--- config.mk ---
export PLATFORM = sky130hd
export DESIGN_NAME = turn_seq_ctrl
export DESIGN_NICKNAME = d
export VERILOG_FILES = /design/src/rtl/turn_seq_ctrl.sv
export SDC_FILE = /design/constraint.sdc
export NUM_CORES = 1
export LEC_CHECK = 0
export CAP_MARGIN = 20
export CORE_MARGIN = 5
export CORE_UTILIZATION = 51
export CTS_BUF_LIST = sky130_fd_sc_hd__clkbuf_8 sky130_fd_sc_hd__clkbuf_16
export DETAILED_ROUTE_END_ITERATION = 10
export GPL_ROUTABILITY_DRIVEN = 1
export PLACE_DENSITY_LB_ADDON = 0.2
export SLEW_MARGIN = 15
export SYNTH_ARGS = -nofsm -noshare
export SYNTH_HDL_FRONTEND = slang
export SYNTH_SLANG_ARGS = --single-unit
--- constraint.sdc ---
create_clock -name clk -period 2.58 [get_ports clk]
set_input_delay 0.387 -clock clk [delete_from_list [all_inputs] [get_ports clk]]
set_output_delay 0.387 -clock clk [all_outputs]
set_load 0.01 [all_outputs]
--- src/rtl/turn_seq_ctrl.sv ---
// Sequential turn-signal and hazard-flasher controller.
// Lamps fill outward one step at a time while a side is requested.
module turn_seq_ctrl #(
    parameter int LAMPS = 3,
    parameter int DWELL = 3
) (
    input  logic             clk,
    input  logic             reset_n,
    input  logic             left,
    input  logic             right,
    input  logic             hazard,
    output logic             error,
    output logic [LAMPS-1:0] left_signal,
    output logic [LAMPS-1:0] right_signal
);

    localparam int STEP_W  = (LAMPS > 1) ? $clog2(LAMPS + 1) : 1;
    localparam int DWELL_W = (DWELL > 1) ? $clog2(DWELL) : 1;

    localparam logic [STEP_W-1:0]  STEP_MAX   = STEP_W'(LAMPS);
    localparam logic [DWELL_W-1:0] DWELL_LAST = DWELL_W'(DWELL - 1);

    localparam logic [2:0] S_IDLE   = 3'd0;
    localparam logic [2:0] S_LEFT   = 3'd1;
    localparam logic [2:0] S_RIGHT  = 3'd2;
    localparam logic [2:0] S_HAZARD = 3'd3;
    localparam logic [2:0] S_ERROR  = 3'd4;

    logic [2:0]         state_q, state_d;
    logic [STEP_W-1:0]  step_q,  step_d;
    logic [DWELL_W-1:0] dwell_q, dwell_d;
    logic               phase_q, phase_d;

    logic       enter;
    logic [2:0] target;
    logic       step_end;
    logic       phase_end;
    logic       active_req;

    function automatic logic [2:0] pick(input logic h, input logic l, input logic r);
        if (h)           return S_HAZARD;
        else if (l && r) return S_ERROR;
        else if (l)      return S_LEFT;
        else if (r)      return S_RIGHT;
        else             return S_IDLE;
    endfunction

    // Step 0 is a single-cycle blank step; all other steps and phases last DWELL cycles.
    assign step_end   = (step_q == '0) || (dwell_q == DWELL_LAST);
    assign phase_end  = (dwell_q == DWELL_LAST);
    assign active_req = (state_q == S_LEFT) ? left : right;

    always_comb begin
        state_d = state_q;
        step_d  = step_q;
        dwell_d = dwell_q;
        phase_d = phase_q;
        enter   = 1'b0;
        target  = S_IDLE;

        case (state_q)
            S_IDLE: begin
                enter  = 1'b1;
                target = pick(hazard, left, right);
            end
            S_LEFT, S_RIGHT: begin
                if (!step_end) begin
                    dwell_d = dwell_q + 1'b1;
                end else if (hazard) begin
                    enter  = 1'b1;
                    target = S_HAZARD;
                end else if (left && right) begin
                    enter  = 1'b1;
                    target = S_ERROR;
                end else if (active_req) begin
                    step_d  = (step_q == STEP_MAX) ? '0 : step_q + 1'b1;
                    dwell_d = '0;
                end else begin
                    // A lone opposite-side request still passes through IDLE.
                    enter  = 1'b1;
                    target = S_IDLE;
                end
            end
            S_HAZARD: begin
                if (!phase_end) begin
                    dwell_d = dwell_q + 1'b1;
                end else if (hazard) begin
                    phase_d = ~phase_q;
                    dwell_d = '0;
                end else begin
                    enter  = 1'b1;
                    target = pick(1'b0, left, right);
                end
            end
            S_ERROR: begin
                enter  = 1'b1;
                target = pick(hazard, left && right, 1'b0);
                if (!hazard && left && right) target = S_ERROR;
                else if (!hazard)             target = S_IDLE;
            end
            default: begin
                enter  = 1'b1;
                target = S_IDLE;
            end
        endcase

        if (enter) begin
            state_d = target;
            step_d  = '0;
            dwell_d = '0;
            phase_d = 1'b0;
        end
    end

    always_ff @(posedge clk or negedge reset_n) begin
        if (!reset_n) begin
            state_q <= S_IDLE;
            step_q  <= '0;
            dwell_q <= '0;
            phase_q <= 1'b0;
        end else begin
            state_q <= state_d;
            step_q  <= step_d;
            dwell_q <= dwell_d;
            phase_q <= phase_d;
        end
    end

    // Lamp decode looks only at registered state, so reset blanks the lamps at once.
    always_comb begin
        error        = 1'b0;
        left_signal  = '0;
        right_signal = '0;
        case (state_q)
            S_LEFT: begin
                for (int i = 0; i < LAMPS; i++)
                    left_signal[i] = (i < int'(step_q));
            end
            S_RIGHT: begin
                for (int i = 0; i < LAMPS; i++)
                    right_signal[i] = (i >= LAMPS - int'(step_q));
            end
            S_HAZARD: begin
                if (!phase_q) begin
                    left_signal  = '1;
                    right_signal = '1;
                end
            end
            S_ERROR: error = 1'b1;
            default: ;
        endcase
    end

endmodule

==> results of run 1 <==
## worst reg2reg max path, delay by kind of cell, from the launching register on
family / cells / cell delay (ps)
compound gates: 2 / 570
simple gates: 2 / 540
flops: 1 / 380
fa+ha+maj: 1 / 280
buf+inv: 1 / 100
## cell usage after synthesis (all sizes together), types with 2 or more instances
| cell | n | area share, % |
|---|---|---|
| and2b | 4 | 4.7 |
| inv | 7 | 3.6 |
| and4b | 2 | 2.9 |
| buf | 3 | 4.1 |
| mux2i | 2 | 2.8 |
| nand3 | 4 | 2.8 |
| a221o | 2 | 2.8 |
| ha | 7 | 12 |
| a21boi | 2 | 2.1 |
| nor2 | 11 | 5.7 |
| nor3 | 4 | 2.8 |
| nor3b | 4 | 4.1 |
| a32o | 2 | 2.8 |
| nand2 | 4 | 2.1 |
| o21ai | 4 | 2.8 |
| clkbuf | 2 | 2.6 |
| dfrtp | 8 | 28 |
| a21oi | 3 | 2.1 |
## per-layer routing
layer	up-vias	wire length, um	GRT usage, %
met1	295	739	19.2
met5	-	0	0
met2	11	697	23.5
met4	0	0	5.38
li1	320	-	-
met3	0	81	8.65
## how the worst max path moves through the flow
stage	start	end	slack, ps	depth (start not counted)
after floorplan	step_q[0]	state_q[0]	780	7
after global placement	state_q[0]	right_signal[0]	580	4
after detailed placement	state_q[0]	right_signal[0]	570	4
after CTS	state_q[0]	right_signal[0]	340	4
after global routing	state_q[0]	right_signal[0]	190	4
final	state_q[0]	right_signal[0]	350	4
## cells by family after synthesis
family | count (synthesis) | synth area share [%]
AO/OA/AOI/OAI | 16 | 15.7
adder cells (fa/ha/maj) | 7 | 12.1
flip-flops | 8 | 27.6
multiplexers | 3 | 4.31
buffers and inverters | 12 | 10.3
XOR/XNOR | 1 | 1.21
AND/OR/NAND/NOR | 37 | 28.8
## flip-flops by register name (all words and copies together), names as in the netlist
signal,flops
step_q,2
state_q,3
dwell_q,2
phase_q,1
## cell type report
type	count	area, um2
Clock buffer	3	41.3
Fill cell	117	470
Inverter	7	26.3
Multi-Input combinational cell	64	450
Sequential cell	8	200
Tap cell	15	18.8
Timing Repair Buffer	11	110
## metrics by stage
| step | power [W] | hold slack (ps) | utilization, % | setup WS (ps) |
|---|---|---|---|---|
| floorplan | 0.000649 | 91.4 | - | 783 |
| CTS | 0.000917 | 446 | 64.3 | 338 |
| detailed placement | 0.000763 | 611 | 61.2 | 574 |
| global placement | 0.000757 | 578 | 61.2 | 582 |
| global route | 0.000985 | 464 | 64.3 | 189 |
| finish | 0.000914 | 443 | 64.3 | 346 |
## where the power goes
group	total (W)	switching [W]	internal (W)
logic	0.000522	0.000253	0.000269
registers	0.000244	0.0000864	0.000158
clock network	0.000148	0.0000475	0.000101
total	0.000914	0.000387	0.000527
==> PnR_summary.wiki, run 1 <==
{| class="wikitable"
! Metric !! Value
|-
| Number of maximum-capacitance violations || 0
|-
| Startpoint types || flip-flop
|-
| Slowest stage delay, CP || about 570 ps
|-
| Crit path max-delay family || buffers and inverters
|-
| Startpoint-to-endpoint class of the critical path || reg -> out
|-
| Total setup violations reported at the end of the flow || 0
|-
| All-layer global routing usage || between 10% and 20%
|-
| Avg Inst Size Synth || between 8 and 9 um2
|-
| Final std cell area, no fill || ~850 um2
|-
| Largest net degree at the start of global routing || 19
|-
| Placed cell areas || 806 um2
|-
| Net Count, Synth || between 90 and 100
|-
| Most used flip-flop cell after synthesis || dfrtp_1
|-
| Cell Area, Synth || 726 um2
|-
| Top Ports || 12
|-
| Number of distinct standard cells referenced by the synthesized netlist || 31
|-
| Fmax || roughly 450 MHz
|-
| Worst path buffer plus inverter count || 2
|-
| Final Non-Filler Cells || 108
|-
| Total DRC errors in the routed layout || 0
|-
| Std-Cell Rows || 13
|-
| Number of global-route vias before repair || roughly 560
|-
| Hold Path Class || in -> async
|-
| Worst vdd ir || just over 0.5 mV
|-
| Cell Pwr Density || between 1000 and 1500 nW/um2
|-
| RR Startpoint || dwell_q[0]
|-
| Warnings from Yosys || 0
|-
| Wire length after detailed routing || between 1500 and 2000 um
|-
| Crit path arrival time || ~1900 ps
|-
| Starting Density || around 55%
|-
| Port buffer count || 11
|-
| Transition time at the pin with the least slew margin || 549 ps
|-
| Count of cells resized by post-cts repair || 0
|-
| Number of H-tree levels || 1
|-
| TritonCTS clock tree || yes
|-
| Setup repair after global routing missed its margin || false
|-
| Antenna Nets Post-Route || 0
|-
| Largest fanout on the critical path || 13
|-
| HPWL after detailed placement || 1140 um
|-
| LEAKAGE || around 0.36 nW
|-
| Buffers from clock root to sink, at most || 2
|-
| Placed Cells incl. Taps || around 110
|-
| Clock Pin Slew Worst Setup and Hold Paths || about 40 ps
|-
| Clock buffer count from CTS || 3
|-
| Area of the placeable core || 1320 um2
|-
| Register-to-register path setup slack || approximately 600 ps
|-
| Portion of the clock cycle consumed by the worst path in the final layout || 86.6%
|-
| Slowest cell on the critical path || dfrtp_1
|-
| Max-slew violations || 0
|-
| Die height || 47.7 um
|-
| Final routed wire length divided by cell count || roughly 14 um
|-
| Area delta synth->final || 16.7%
|-
| Post-CTS Setup Bufs || 0
|-
| Drt initial violations || 14
|-
| #FFs+latches synth || 8
|-
| Worst path required time || 2190 ps
|-
| # clock sinks || 8
|-
| Result of the run || complete, no violations
|-
| Total of hold buffers inserted after clock tree synthesis || 0
|-
| Post-route setup TNS || 0 ps
|-
| Hold Fails Final Rpt || 0
|-
| Clock Root Buffer || clkbuf_8
|-
| Number of flops mapped to enable cells by yosys || 0
|-
| Die area || 2280 um2
|-
| Crit path time final || ~2200 ps
|-
| Most frequent cells in the layout || 11 x nor2_1, 11 x clkdlybuf4s50_1, 8 x dfrtp_1, 7 x inv_1, 7 x ha_1
|-
| Headroom to the max-slew limit || 63.4%
|-
| Initial antenna violation count || 0
|-
| Global-route wire length before repair || roughly 2400 um
|-
| Worst clock skew on the final layout || 1.07 ps
|-
| Count of TritonRoute iterations in the first routing pass || 4
|-
| Clock latency reported for the late side of the worst-skew pair || between 200 and 250 ps
|-
| Critical path capture point type || primary output
|-
| RD Place Congestion || between 0.8 and 0.9
|-
| Layout cell share with drive strength beyond 1 || around a tenth
|-
| Number of cells traversed by the worst register-to-register path || 6
|-
| Residual overflow from global routing || 0
|-
| Fraction of the yosys area taken by sequential cells || 27.6%
|-
| Count of mapped cells out of synthesis || 84
|-
| Number of antenna repair diodes || 0
|-
| Via density per instance || about 5.8
|-
| Cell chain of the critical path || inv_1, mux2i_1, nor3b_1, clkdlybuf4s50_1
|-
| Capture point of the worst reg-to-reg path || state_q[1]
|-
| Async set-reset flop share out of synthesis || 100%
|-
| Via count || roughly 630
|-
| Number of nets at the end of the flow || about 110
|-
| X dimension of the die || 47.7 um
|}
Power figures use the tool's default switching activity.
==> run 2, diff against run 1 <==
--- a/config.mk
+++ b/config.mk
@@ -9,6 +9,7 @@
 export CORE_MARGIN = 5
 export CORE_UTILIZATION = 51
 export CTS_BUF_LIST = sky130_fd_sc_hd__clkbuf_8 sky130_fd_sc_hd__clkbuf_16
+export CTS_CLUSTER_DIAMETER = 150
 export DETAILED_ROUTE_END_ITERATION = 10
 export GPL_ROUTABILITY_DRIVEN = 1
 export PLACE_DENSITY_LB_ADDON = 0.2
==> results of run 2 <==
Same layout as run 1: the final DEF is identical, and so are final timing and power.
==> run 3, diff against run 2 <==
--- a/config.mk
+++ b/config.mk
@@ -7,7 +7,7 @@
 export LEC_CHECK = 0
 export CAP_MARGIN = 20
 export CORE_MARGIN = 5
-export CORE_UTILIZATION = 51
+export CORE_UTILIZATION = 39
 export CTS_BUF_LIST = sky130_fd_sc_hd__clkbuf_8 sky130_fd_sc_hd__clkbuf_16
 export CTS_CLUSTER_DIAMETER = 150
 export DETAILED_ROUTE_END_ITERATION = 10
==> constraint.sdc (replaced) <==
create_clock -name clk -period 2.4 [get_ports clk]
set_input_delay 0.36 -clock clk [delete_from_list [all_inputs] [get_ports clk]]
set_output_delay 0.36 -clock clk [all_outputs]
set_load 0.01 [all_outputs]
==> run 3 against run 2 <==
Against the previous run: worst hold slack got worse by 25 ps; global-route usage fell by 3.8 points; via count fell by 6.7%; clock power rose by 7%; sequential power rose by 8.2%; combinational power rose by 7.7%; cell count rose by 9.3%; non-clock buffer count did not move; utilization fell by 15 points; critical endpoint is now left_signal[2].
==> PnR_summary.wiki, run 3 (synthesis results as in run 1) <==
{| class="wikitable"
! Metric !! Value
|-
| Capture point of the worst reg-to-reg path || state_q[0]
|-
| Residual overflow from global routing || 0 (unchanged)
|-
| Via density per instance || 4.95 (-15%)
|-
| Largest net degree at the start of global routing || 19 (unchanged)
|-
| Cell Pwr Density || 1140 nW/um2 (+6.0%)
|-
| Drt initial violations || 9 (-5)
|-
| Final Non-Filler Cells || 118 (+9.3%)
|-
| Most flops, register || state_q
|-
| Core occupancy in the finished layout || 49.2% (-15 points)
|-
| Most frequent cells in the layout || 11 x nor2_1, 11 x clkdlybuf4s50_1, 8 x dfrtp_1, 7 x inv_1, 7 x ha_1
|-
| HPWL after detailed placement || 1130 um (-0.89%)
|-
| Std-Cell Rows || 15 (+2)
|-
| Total setup violations reported at the end of the flow || 0 (unchanged)
|-
| Final std cell area, no fill || 860 um2 (+1.5%)
|-
| Area delta synth->final || 18.4%
|-
| RD Place Congestion || 0.764 (-8.1%)
|-
| Starting Density || 41.6% (-14 points)
|-
| Portion of the clock cycle consumed by the worst path in the final layout || 92.5%
|-
| Top Ports || 12 (unchanged)
|-
| Total of hold buffers inserted after clock tree synthesis || 0 (unchanged)
|-
| Transition time at the pin with the least slew margin || 571 ps (+21.5 ps)
|-
| Clock buffer count from CTS || 3 (unchanged)
|-
| Hold Path Class || in -> async
|-
| Placed cell areas || 818 um2 (+1.6%)
|-
| Antenna Nets Post-Route || 0 (unchanged)
|-
| Hold Fails Final Rpt || 0 (unchanged)
|-
| Largest fanout on the critical path || 13 (unchanged)
|-
| Critical Path Start || state_q[0]
|-
| Post-CTS Setup Bufs || 0 (unchanged)
|-
| Fmax || 451 MHz
|-
| Critical path capture point type || primary output
|-
| Number of nets at the end of the flow || 107 (unchanged)
|-
| Crit path time final || 2220 ps
|-
| Total DRC errors in the routed layout || 0 (unchanged)
|-
| Number of antenna repair diodes || 0 (unchanged)
|-
| Headroom to the max-slew limit || 61.9% (-1.4 points)
|-
| TritonCTS clock tree || yes
|-
| Number of H-tree levels || 1 (unchanged)
|-
| X dimension of the die || 53.1 um (+11%)
|-
| Layout cell share with drive strength beyond 1 || 9.68% (unchanged)
|-
| Buffers from clock root to sink, at most || 2 (unchanged)
|-
| Global-route wire length before repair || 2390 um (-0.29%)
|-
| Via count || 584 (-6.7%)
|-
| Worst vdd ir || 0.504 mV (-2.1%)
|-
| Area of the placeable core || 1750 um2 (+32%)
|-
| Count of cells resized by post-cts repair || 0 (unchanged)
|-
| Fill count || 173 (+48%)
|-
| All-layer global routing usage || 11.9% (-3.8 points)
|-
| Clock latency reported for the late side of the worst-skew pair || 220 ps (about the same)
|-
| Sum of internal, switching and leakage power || 0.000984 W (+7.6%)
|-
| Count of TritonRoute iterations in the first routing pass || 4 (unchanged)
|-
| Clock Root Buffer || clkbuf_8
|-
| Number of global-route vias before repair || 517 (-8.2%)
|-
| Die area || 2820 um2 (+24%)
|-
| Final routed wire length divided by cell count || 12.3 um (-13%)
|-
| Number of cells traversed by the worst register-to-register path || 4 (-2)
|-
| Clock Pin Slew Worst Setup and Hold Paths || 40 ps (about the same)
|-
| Startpoint-to-endpoint class of the critical path || reg -> out
|-
| Max-slew violations || 0 (unchanged)
|-
| Post-route setup TNS || 0 ps (unchanged)
|-
| Setup repair after global routing missed its margin || false
|-
| # clock sinks || 8 (unchanged)
|-
| Result of the run || complete, no violations
|-
| Startpoint types || flip-flop
|-
| Flip-flop count of the largest register after layout || 3 (unchanged)
|-
| Register-to-register path setup slack || 430 ps (-160 ps)
|-
| Die height || 53.1 um (+11%)
|-
| Number of maximum-capacitance violations || 0 (unchanged)
|-
| Initial antenna violation count || 0 (unchanged)
|-
| Capturing instance or port of the critical path || left_signal[2]
|-
| Worst path required time || 2040 ps (-150 ps)
|-
| LEAKAGE || 0.364 nW (unchanged)
|-
| Placed Cells incl. Taps || 115 (+9.5%)
|-
| Worst clock skew on the final layout || 2.13 ps (+1.06 ps)
|-
| Leading registers by flop count || state_q: 3 flops, dwell_q: 2 flops, step_q: 2 flops
|-
| Crit path arrival time || 1860 ps (about the same)
|-
| Port buffer count || 11 (unchanged)
|-
| Wire length after detailed routing || 1450 um (-4.6%)
|-
| RR Startpoint || state_q[1]
|}
==> run 3: worst min-delay path by stage <==
stage,end,from,slack (ps),depth (start not counted)
after global placement,dwell_q[0],dwell_q[0],580,3
after detailed placement,dwell_q[0],dwell_q[0],600,3
after CTS,dwell_q[0],reset_n,430,1
after global routing,dwell_q[0],reset_n,430,1
after floorplan,dwell_q[0],reset_n,60,0
final,dwell_q[0],reset_n,420,1
==> run 3: metrics by stage <==
step	hold slack [ps]	worst slack [ps]
6_report	418	181
5_1_grt	432	9.29
4_1_cts	429	171
3_5_place_dp	599	410
3_3_place_gp	582	427
2_1_floorplan	64.4	603
==> run 3: critical path, cell delays in order, from the launching register on <==
cell             delay [ps]
dfrtp_1                 570
nor2b_1                 310
nand2_1                 110
nor2_1                  110
clkdlybuf4s50_1         530
==> run 3: routing by layer <==
layer  global-route usage, %  wire length [um]  vias up
met1                    17.4               742      259
met3                    2.54                52        2
met4                    3.83                17        0
met5                       0                 0        -
met2                    17.1               636        9
li1                        -                 -      314
==> run 3: where the power goes <==
part,switching [W],internal [W]
Combinational,0.000273,0.000289
Sequential,0.0000946,0.000169
Clock,0.0000498,0.000108
==> run 3: cell type report <==
type                    instances  area [um2]  share of cell area, %
multi-input cells              64         450                   52.4
flip-flops and latches          8         200                   23.3
repair buffers                 11         110                   12.8
clock buffers                   3        41.3                   4.80
well taps                      25        31.3                   3.64
inverters                       7        26.3                   3.06
